**config.mk**
```make
export PLATFORM = sky130hd
export DESIGN_NAME = mad_io_device_flat
export DESIGN_NICKNAME = d
export VERILOG_FILES = /design/src/rtl/mad_io_if.sv /design/src/rtl/mad_io_device.sv /design/src/flat_wrapper.sv
export SDC_FILE = /design/constraint.sdc
export NUM_CORES = 1
export LEC_CHECK = 0
export CAP_MARGIN = 20
export CORE_MARGIN = 5
export CORE_UTILIZATION = 53
export DETAILED_ROUTE_END_ITERATION = 10
export PLACE_DENSITY_LB_ADDON = 0.25
export SLEW_MARGIN = 20
export SYNTH_ARGS = -nofsm -noshare
export SYNTH_HDL_FRONTEND = slang
export SYNTH_SLANG_ARGS = --single-unit
export TNS_END_PERCENT = 5
```
**constraint.sdc**
```tcl
create_clock -name Clk -period 2.9 [get_ports Clk]
set_input_delay 0.435 -clock Clk [delete_from_list [all_inputs] [get_ports Clk]]
set_output_delay 0.435 -clock Clk [all_outputs]
set_load 0.01 [all_outputs]
```
**src/rtl/mad_io_if.sv**
```systemverilog
// Bundles the host-side FIFO handshakes and the processor In/Out/Int pins of mad_io_device.
// The device uses the slave modport; the host/processor side uses master.
interface mad_io_if #(
    parameter int WIDTH = 16
);
    logic [WIDTH-1:0] host_wdata;
    logic             host_wvalid;
    logic             host_wready;
    logic [WIDTH-1:0] host_rdata;
    logic             host_rvalid;
    logic             host_rready;
    logic [WIDTH-1:0] In;
    logic             in_rd;
    logic [WIDTH-1:0] Out;
    logic             out_wr;
    logic             Int;
    logic             tx_ovf;
    logic             rx_unf;

    modport master (
        output host_wdata, host_wvalid, host_rready, in_rd, Out, out_wr,
        input  host_wready, host_rdata, host_rvalid, In, Int, tx_ovf, rx_unf
    );

    modport slave (
        input  host_wdata, host_wvalid, host_rready, in_rd, Out, out_wr,
        output host_wready, host_rdata, host_rvalid, In, Int, tx_ovf, rx_unf
    );
endinterface

```
**src/rtl/mad_io_device.sv**
```systemverilog
// Processor-side I/O peripheral: RX FIFO feeding In, TX FIFO capturing Out, and an
// interrupt FSM that pulses Int once per word the processor must consume.
module mad_io_device #(
    parameter int WIDTH   = 16,
    parameter int DEPTH   = 8,
    parameter int INT_LEN = 2
) (
    input  logic     Clk,
    input  logic     Rst,
    mad_io_if.slave  bus
);
    localparam int PW   = $clog2(DEPTH);
    localparam int CW   = PW + 1;
    localparam int CNTW = (INT_LEN > 1) ? $clog2(INT_LEN) : 1;
    localparam logic [CW-1:0]   FULL     = CW'(DEPTH);
    localparam logic [CNTW-1:0] CNT_INIT = CNTW'(INT_LEN - 1);

    typedef enum logic [1:0] {S_IDLE, S_PULSE, S_WAIT} state_t;

    logic [WIDTH-1:0] rx_mem_q [DEPTH];
    logic [WIDTH-1:0] tx_mem_q [DEPTH];
    logic [PW-1:0]    rx_wr_q, rx_wr_d, rx_rd_q, rx_rd_d;
    logic [PW-1:0]    tx_wr_q, tx_wr_d, tx_rd_q, tx_rd_d;
    logic [CW-1:0]    rx_cnt_q, rx_cnt_d, tx_cnt_q, tx_cnt_d;
    logic             rx_unf_q, rx_unf_d, tx_ovf_q, tx_ovf_d;
    logic             rx_empty, rx_full, tx_empty, tx_full;
    logic             rx_push, rx_pop, tx_push, tx_pop;

    state_t           state_q, state_d;
    logic [CNTW-1:0]  cnt_q, cnt_d;
    logic             seen_q, seen_d;
    logic             int_q, int_d;

    always_comb begin
        rx_empty = (rx_cnt_q == '0);
        rx_full  = (rx_cnt_q == FULL);
        tx_empty = (tx_cnt_q == '0);
        tx_full  = (tx_cnt_q == FULL);
        // Full refuses a push even when a pop lands in the same cycle.
        rx_push  = bus.host_wvalid && !rx_full;
        rx_pop   = bus.in_rd && !rx_empty;
        tx_push  = bus.out_wr && !tx_full;
        tx_pop   = bus.host_rready && !tx_empty;

        rx_wr_d  = rx_push ? rx_wr_q + 1'b1 : rx_wr_q;
        rx_rd_d  = rx_pop  ? rx_rd_q + 1'b1 : rx_rd_q;
        tx_wr_d  = tx_push ? tx_wr_q + 1'b1 : tx_wr_q;
        tx_rd_d  = tx_pop  ? tx_rd_q + 1'b1 : tx_rd_q;

        rx_cnt_d = rx_cnt_q;
        case ({rx_push, rx_pop})
            2'b10:   rx_cnt_d = rx_cnt_q + 1'b1;
            2'b01:   rx_cnt_d = rx_cnt_q - 1'b1;
            default: rx_cnt_d = rx_cnt_q;
        endcase
        tx_cnt_d = tx_cnt_q;
        case ({tx_push, tx_pop})
            2'b10:   tx_cnt_d = tx_cnt_q + 1'b1;
            2'b01:   tx_cnt_d = tx_cnt_q - 1'b1;
            default: tx_cnt_d = tx_cnt_q;
        endcase

        rx_unf_d = rx_unf_q | (bus.in_rd & rx_empty);
        tx_ovf_d = tx_ovf_q | (bus.out_wr & tx_full);
    end

    always_ff @(posedge Clk or posedge Rst) begin
        if (Rst) begin
            rx_wr_q  <= '0;
            rx_rd_q  <= '0;
            tx_wr_q  <= '0;
            tx_rd_q  <= '0;
            rx_cnt_q <= '0;
            tx_cnt_q <= '0;
            rx_unf_q <= 1'b0;
            tx_ovf_q <= 1'b0;
        end else begin
            rx_wr_q  <= rx_wr_d;
            rx_rd_q  <= rx_rd_d;
            tx_wr_q  <= tx_wr_d;
            tx_rd_q  <= tx_rd_d;
            rx_cnt_q <= rx_cnt_d;
            tx_cnt_q <= tx_cnt_d;
            rx_unf_q <= rx_unf_d;
            tx_ovf_q <= tx_ovf_d;
        end
    end

    // Storage needs no reset: empty FIFOs mask their contents on the outputs.
    always_ff @(posedge Clk) begin
        if (rx_push) rx_mem_q[rx_wr_q] <= bus.host_wdata;
        if (tx_push) tx_mem_q[tx_wr_q] <= bus.Out;
    end

    always_ff @(posedge Clk or posedge Rst) begin
        if (Rst) begin
            state_q <= S_IDLE;
            cnt_q   <= '0;
            seen_q  <= 1'b0;
            int_q   <= 1'b0;
        end else begin
            state_q <= state_d;
            cnt_q   <= cnt_d;
            seen_q  <= seen_d;
            int_q   <= int_d;
        end
    end

    // seen_q remembers an in_rd that arrived while the pulse was still running.
    always_comb begin
        state_d = state_q;
        cnt_d   = cnt_q;
        seen_d  = seen_q;
        unique case (state_q)
            S_IDLE: begin
                if (!rx_empty) begin
                    state_d = S_PULSE;
                    cnt_d   = CNT_INIT;
                    seen_d  = 1'b0;
                end
            end
            S_PULSE: begin
                seen_d = seen_q | bus.in_rd;
                if (cnt_q == '0) state_d = S_WAIT;
                else             cnt_d   = cnt_q - 1'b1;
            end
            S_WAIT: begin
                if (seen_q || bus.in_rd) begin
                    state_d = S_IDLE;
                    seen_d  = 1'b0;
                end
            end
            default: state_d = S_IDLE;
        endcase
    end

    always_comb begin
        int_d = (state_d == S_PULSE);
    end

    assign bus.In          = rx_empty ? '0 : rx_mem_q[rx_rd_q];
    assign bus.host_wready = !rx_full;
    assign bus.host_rdata  = tx_empty ? '0 : tx_mem_q[tx_rd_q];
    assign bus.host_rvalid = !tx_empty;
    assign bus.Int         = int_q;
    assign bus.tx_ovf      = tx_ovf_q;
    assign bus.rx_unf      = rx_unf_q;
endmodule

```
**src/flat_wrapper.sv**
```systemverilog
// flat-port wrapper written by rule: the top's interface ports become plain ports
module mad_io_device_flat 
#(
    parameter int WIDTH   = 16,
    parameter int DEPTH   = 8,
    parameter int INT_LEN = 2
)
  (Clk, Rst, bus_host_wdata, bus_host_wvalid, bus_host_rready, bus_in_rd, bus_Out, bus_out_wr, bus_host_wready, bus_host_rdata, bus_host_rvalid, bus_In, bus_Int, bus_tx_ovf, bus_rx_unf);
  mad_io_if #(.WIDTH(WIDTH)) bus_i ();
  input  logic Clk;
  input  logic Rst;
  input wire logic [$bits(bus_i.host_wdata)-1:0] bus_host_wdata;
  input wire logic [$bits(bus_i.host_wvalid)-1:0] bus_host_wvalid;
  input wire logic [$bits(bus_i.host_rready)-1:0] bus_host_rready;
  input wire logic [$bits(bus_i.in_rd)-1:0] bus_in_rd;
  input wire logic [$bits(bus_i.Out)-1:0] bus_Out;
  input wire logic [$bits(bus_i.out_wr)-1:0] bus_out_wr;
  output wire logic [$bits(bus_i.host_wready)-1:0] bus_host_wready;
  output wire logic [$bits(bus_i.host_rdata)-1:0] bus_host_rdata;
  output wire logic [$bits(bus_i.host_rvalid)-1:0] bus_host_rvalid;
  output wire logic [$bits(bus_i.In)-1:0] bus_In;
  output wire logic [$bits(bus_i.Int)-1:0] bus_Int;
  output wire logic [$bits(bus_i.tx_ovf)-1:0] bus_tx_ovf;
  output wire logic [$bits(bus_i.rx_unf)-1:0] bus_rx_unf;
  assign bus_i.host_wdata = bus_host_wdata;
  assign bus_i.host_wvalid = bus_host_wvalid;
  assign bus_i.host_rready = bus_host_rready;
  assign bus_i.in_rd = bus_in_rd;
  assign bus_i.Out = bus_Out;
  assign bus_i.out_wr = bus_out_wr;
  assign bus_host_wready = bus_i.host_wready;
  assign bus_host_rdata = bus_i.host_rdata;
  assign bus_host_rvalid = bus_i.host_rvalid;
  assign bus_In = bus_i.In;
  assign bus_Int = bus_i.Int;
  assign bus_tx_ovf = bus_i.tx_ovf;
  assign bus_rx_unf = bus_i.rx_unf;
  mad_io_device #(.WIDTH(WIDTH), .DEPTH(DEPTH), .INT_LEN(INT_LEN)) u_core (.Clk(Clk), .Rst(Rst), .bus(bus_i));
endmodule
```
# Yosys cells after proc, flatten, opt, wreduce, memory -nomap -nowiden
# Memories as Yosys holds them, arrays and structs flattened.
# Cells that the tools add are included.
# word_totals
register_bits	27
ramBits	256
input_bits	38
wordCells	75
mem_count	2
# classes
addsub	9
n_eq_ne	11
muxes	18
bitwise	5
n_reduce_logical	18
# mem_list
memory	words	width	rd	rd_ports_with_merged_regs	wr	line	source
u_core.rx_mem_q	8	16	1	0	1	mad_io_device.sv:20	logic [WIDTH-1:0] rx_mem_q [DEPTH];
u_core.tx_mem_q	8	16	1	0	1	mad_io_device.sv:21	logic [WIDTH-1:0] tx_mem_q [DEPTH];
# ops
cell	n
two-way mux 16 bit	2
one-hot mux 4 bit (2 select lines)	2
adder 3 x 1 -> 3 bit (second input constant)	4
adder 4 x 1 -> 4 bit (second input constant)	2
equality test 2 x 1 -> 1 bit (second input constant)	4
equality test 4 bit (second input constant)	2
logical NOT 4 bit	2
two-way mux 1 bit	8
subtractor 4 x 1 -> 4 bit (second input constant)	2
equality test 2 bit (second input constant)	3
two-way mux 2 bit	3
one-hot mux 2 bit (3 select lines)	1
nonzero test 2 bit	3
logical AND 1 bit	4
logical NOT 1 bit	4
bitwise OR 1 bit	3
one-hot mux 1 bit (3 select lines)	1
AND reduction 3 bit	1
nonzero test 3 bit	1
AND 1 bit	2
logical NOT 2 bit	1
!= test 2 x 1 -> 1 bit (second input constant)	1
!= test 2 bit (second input constant)	1
one-hot mux 1 bit (2 select lines)	1
3 further kinds	3

# Longest topological paths before layout
# depth
depth_word	5
ltp_mapped	11
ltp_nobuf	9

# Worst setup path after synthesis
# OpenSTA, ideal clock, no wires.
# synth_path
path_type	register -> register
startpoint	register u_core.rx_cnt_q[2]
endpoint	memory u_core.rx_mem_q[0][0], enable pin
setup_time_ps	430
arrival_time_ps	2633
t_required_ps	2470
setup_slack_ps	-163
stages_incl_launch_ff	6
n_path_buf	2
synth_period_minus_slack_ps	3063
cell_sequence	dfrtp_1 -> clkbuf_1 -> or4b_2 -> clkbuf_1 -> nand2_2 -> nor4_1
# synth_via
elab_chain_len	5
# synth_lines
item	line	source
start, declared	mad_io_device.sv:24	logic [CW-1:0] rx_cnt_q, rx_cnt_d, tx_cnt_q, tx_cnt_d;
start signal, assigned	mad_io_device.sv:82	rx_cnt_q <= rx_cnt_d;
equality test 4 bit	mad_io_device.sv:36	rx_full = (rx_cnt_q == FULL);
logical NOT 1 bit	--	
named net bus_host_wready	flat_wrapper.sv:18	output wire logic [$bits(bus_i.host_wready)-1:0] bus_host_wready;
logical AND 1 bit	mad_io_device.sv:40	rx_push = bus.host_wvalid && !rx_full;
two-way mux 1 bit	mad_io_device.sv:91	if (rx_push) rx_mem_q[rx_wr_q] <= bus.host_wdata;
two-way mux 1 bit (not written as such)	mad_io_device.sv:91	
end, declared	mad_io_device.sv:20	
# The timed path passes the listed nets, and every way through them passes these cells.

# Final worst setup path
# layout_path
startpoint	register u_core.tx_cnt_q[1]
endpoint	output port bus_host_rdata[12]
# layout_via
elab_chain_len	2
# layout_lines
item	line	source
start, declared	mad_io_device.sv:24	
start signal, assigned	mad_io_device.sv:83	tx_cnt_q <= tx_cnt_d;
logical NOT 4 bit	mad_io_device.sv:37	tx_empty = (tx_cnt_q == '0);
two-way mux 16 bit	mad_io_device.sv:143	assign bus.host_rdata = tx_empty ? '0 : tx_mem_q[tx_rd_q];
end, declared	flat_wrapper.sv:19	output wire logic [$bits(bus_i.host_rdata)-1:0] bus_host_rdata;
# No other way between the ends.

==> reports/metrics.cfg <==
[status]
status=complete, no violations

[cells_and_area]
nets=681
drive_gt1_share_pct=25.3
layout.cells.most_common=edfxtp_1
syn2layout_area_growth_pct=18.4
final_area_sq_mm=0.0132
final_cell_mix=edfxtp_1 (256), mux4_2 (64), clkdlybuf4s50_1 (42)

[timing]
min_period_ns=2.82
skew_ns=0.0148
fmax_ghz=0.355
hold_violations=0
worst_slew_pin_slew_ns=0.425
final.period_utilization_pct=97.1
relSlewSlack_pct=71.7
fin_ws_ns=0.0827
slew_viol_final=0
setup_viol=0
rsz0062_at_grt=false
setup_tns_ns=0

[floorplan]
die-area_sq_mm=0.0240
fp.dieW_um=155
initial_utilization_pct=53.3
ios=75
coreArea_sq_mm=0.0209
std_cell_rows=53
chipHeight_um=155

[yosys]
netlist.area_leader.share_pct=69.0
synth_top_flop_cell=edfxtp_1
ys_warn_count=0
yosys.area.top_type=edfxtp_1
synth_area_sq_mm=0.0111
avgSynthCellArea_sq_um=21.1
synthTopCellsByArea=edfxtp_1 (69%), mux4_2 (13%), dfrtp_1 (6.1%)
syn_inst=528
synth_edf_count=256
yosysUniqueCellTypes=42
synth-seq-area-share_pct=75.1
synthArstFlopShare_pct=9.54
ys_ff_latch=283
syn_nets=576

[place]
place_area_sq_mm=0.0124
place_ws_ns=0.0698
port_buffers=74
gp_routability_congestion=0.797
dp.final_hpwl_mm=12.3

[route]
post_drt_via_cell_ratio=5.71
routed-wl-met3_mm=1.36
first_pass_iters=5
drt_iter0_drc=354
wl_met2_mm=11.1
drc=0
final_antenna_net_count=0
wl_mm=21.2
top_layer=met5
met1_length_mm=8.30
wire_per_inst_um=22.8
vias=5297

[clock_tree]
cts.clk_slew.worst_paths_ns=0.06
cts_hold_buf=0
cts_tree=yes
clock_sinks=283
cts_buffers=27
clk-insertion-delay-late_ns=0.52
h-tree-depth=1
cts_buffer_depth=3
cts-root-buf=clkbuf_16

[global_route]
grtUsageTotal_pct=18.1
grt_overflow=0
grt_pass1_wl_mm=33.2
antenna_found_initial=1
grt_pass1_vias=5795
grt_max_degree=35

[pwr]
power.total_w=0.0133
powerDensity_mw_per_mm2=1010
ir_drop_mv=0.576
leakage_nw=4.47

[critical_path]
path_cells=or4_4 -> and2_4 -> a22o_1 -> dlygate4sd2_1
required_ns=2.47
setup.worst_path.start_class=register
endpoint_kind=primary output
crit_fanout=8
worst-setup-path-type=reg -> out
cpPeakStageDelay_ns=0.61
slowest_stage=or4_4
cp.arrival_ns=2.38

[min_path]
hold_path.class=in -> async

[job]
maxCapViolCount=0

where the power goes:
group	internal (W)	switching, W
clock	0.00179	0.00136
sequential	0.00522	0.000427
combinational	0.00234	0.00219
area by class of cell:
| class | instances | area, sq um |
|---|---|---|
| multi-input combinational | 208 | 2640 |
| fill | 1436 | 7700 |
| sequential | 283 | 8370 |
| antenna | 1 | 2.50 |
| clock inverter | 14 | 90.1 |
| timing repair buffer | 104 | 1000 |
| clock buffer | 34 | 702 |
| tap | 275 | 344 |
| inverter | 9 | 33.8 |
state kept, by name, indices dropped and copies added (netlist names):
signal             cells
u_core.rx_mem_q      128
u_core.tx_mem_q      128
u_core.rx_cnt_q        4
u_core.tx_cnt_q        4
u_core.rx_rd_q         3
u_core.rx_wr_q         3
u_core.tx_rd_q         3
u_core.tx_wr_q         3
u_core.state_q         2
u_core.bus.Int         1
u_core.bus.rx_unf      1
u_core.bus.tx_ovf      1
u_core.cnt_q           1
u_core.seen_q          1
cell families after synthesis:
group	share of synthesized area, %
muxes	13.8
xor gates and xnor gates	1.10
DFF	75.1
buffers and inverters	1.91
AOI/OAI and AO/OA	3.81
and+or+nand+nor	3.18
adders and majority gates	1.12
cells in the mapped netlist, types with 3 or more instances:
| cell type | instances |
|---|---|
| a22o_2 | 6 |
| clkbuf_1 | 13 |
| ha_1 | 10 |
| edfxtp_1 | 256 |
| o21a_1 | 3 |
| or4b_2 | 5 |
| nor2_1 | 15 |
| dfrtp_1 | 27 |
| mux2_2 | 5 |
| nand3b_1 | 3 |
| buf_6 | 6 |
| nand3_1 | 6 |
| nand2_1 | 5 |
| a21o_1 | 3 |
| mux4_2 | 64 |
| buf_2 | 8 |
| a22o_1 | 26 |
| xnor2_1 | 12 |
| nor3_1 | 6 |
| mux2i_1 | 3 |
| nand2b_1 | 5 |
| inv_1 | 9 |
repair_timing:
action	4_1_cts	5_1_grt
endpoints found under the setup margin	32	1
cloned	2	0
buffers inserted	1	0
resized for setup	41	1
endpoints found under the hold margin	0	0
pin swaps	1	0
stage by stage:
step / hold WS (ns) / instances / util [%]
global route: 0.326 / 927 / 63.1
global placement: 0.440 / 876 / 59.2
detailed placement: 0.450 / 876 / 59.2
finish: 0.279 / 928 / 63.1
floorplan: 0.449 / 528 / -
CTS: 0.255 / 927 / 63.1
layer usage:
| layer | up-vias | track usage, % |
|---|---|---|
| met2 | 154 | 31.9 |
| li1 | 2401 | - |
| met3 | 34 | 3.06 |
| met1 | 2706 | 23.6 |
| met5 | - | 0 |
| met4 | 2 | 4.71 |
worst max-delay path: cells and delay by family (launching register included):
family | cells | cell delay, ns
AND/OR/NAND/NOR | 2 | 0.86
flip-flops | 1 | 0.45
buffers and inverters | 1 | 0.29
AO/OA/AOI/OAI | 1 | 0.25
path summary, 6_finish.rpt:
check | startpoint | to | slack [ns] | cells past startpoint
worst max-delay path | u_core.tx_cnt_q[1]$_DFFE_PP0P_ | bus_host_rdata[12] | 0.08 | 4
worst min-delay path | Rst | u_core.bus.tx_ovf$_DFF_PP0_ | 0.28 | 3
worst max register to register | u_core.tx_cnt_q[0]$_DFFE_PP0P_ | u_core.tx_cnt_q[3]$_DFFE_PP0P_ | 0.10 | 6
worst min register to register | u_core.bus.rx_unf$_DFF_PP0_ | u_core.bus.rx_unf$_DFF_PP0_ | 0.46 | 1
max in group asynchronous | Rst | u_core.tx_rd_q[0]$_DFFE_PP0P_ | 2.32 | 3
min in group Clk | u_core.bus.rx_unf$_DFF_PP0_ | u_core.bus.rx_unf$_DFF_PP0_ | 0.46 | 1
Power figures use the tool's default switching activity.
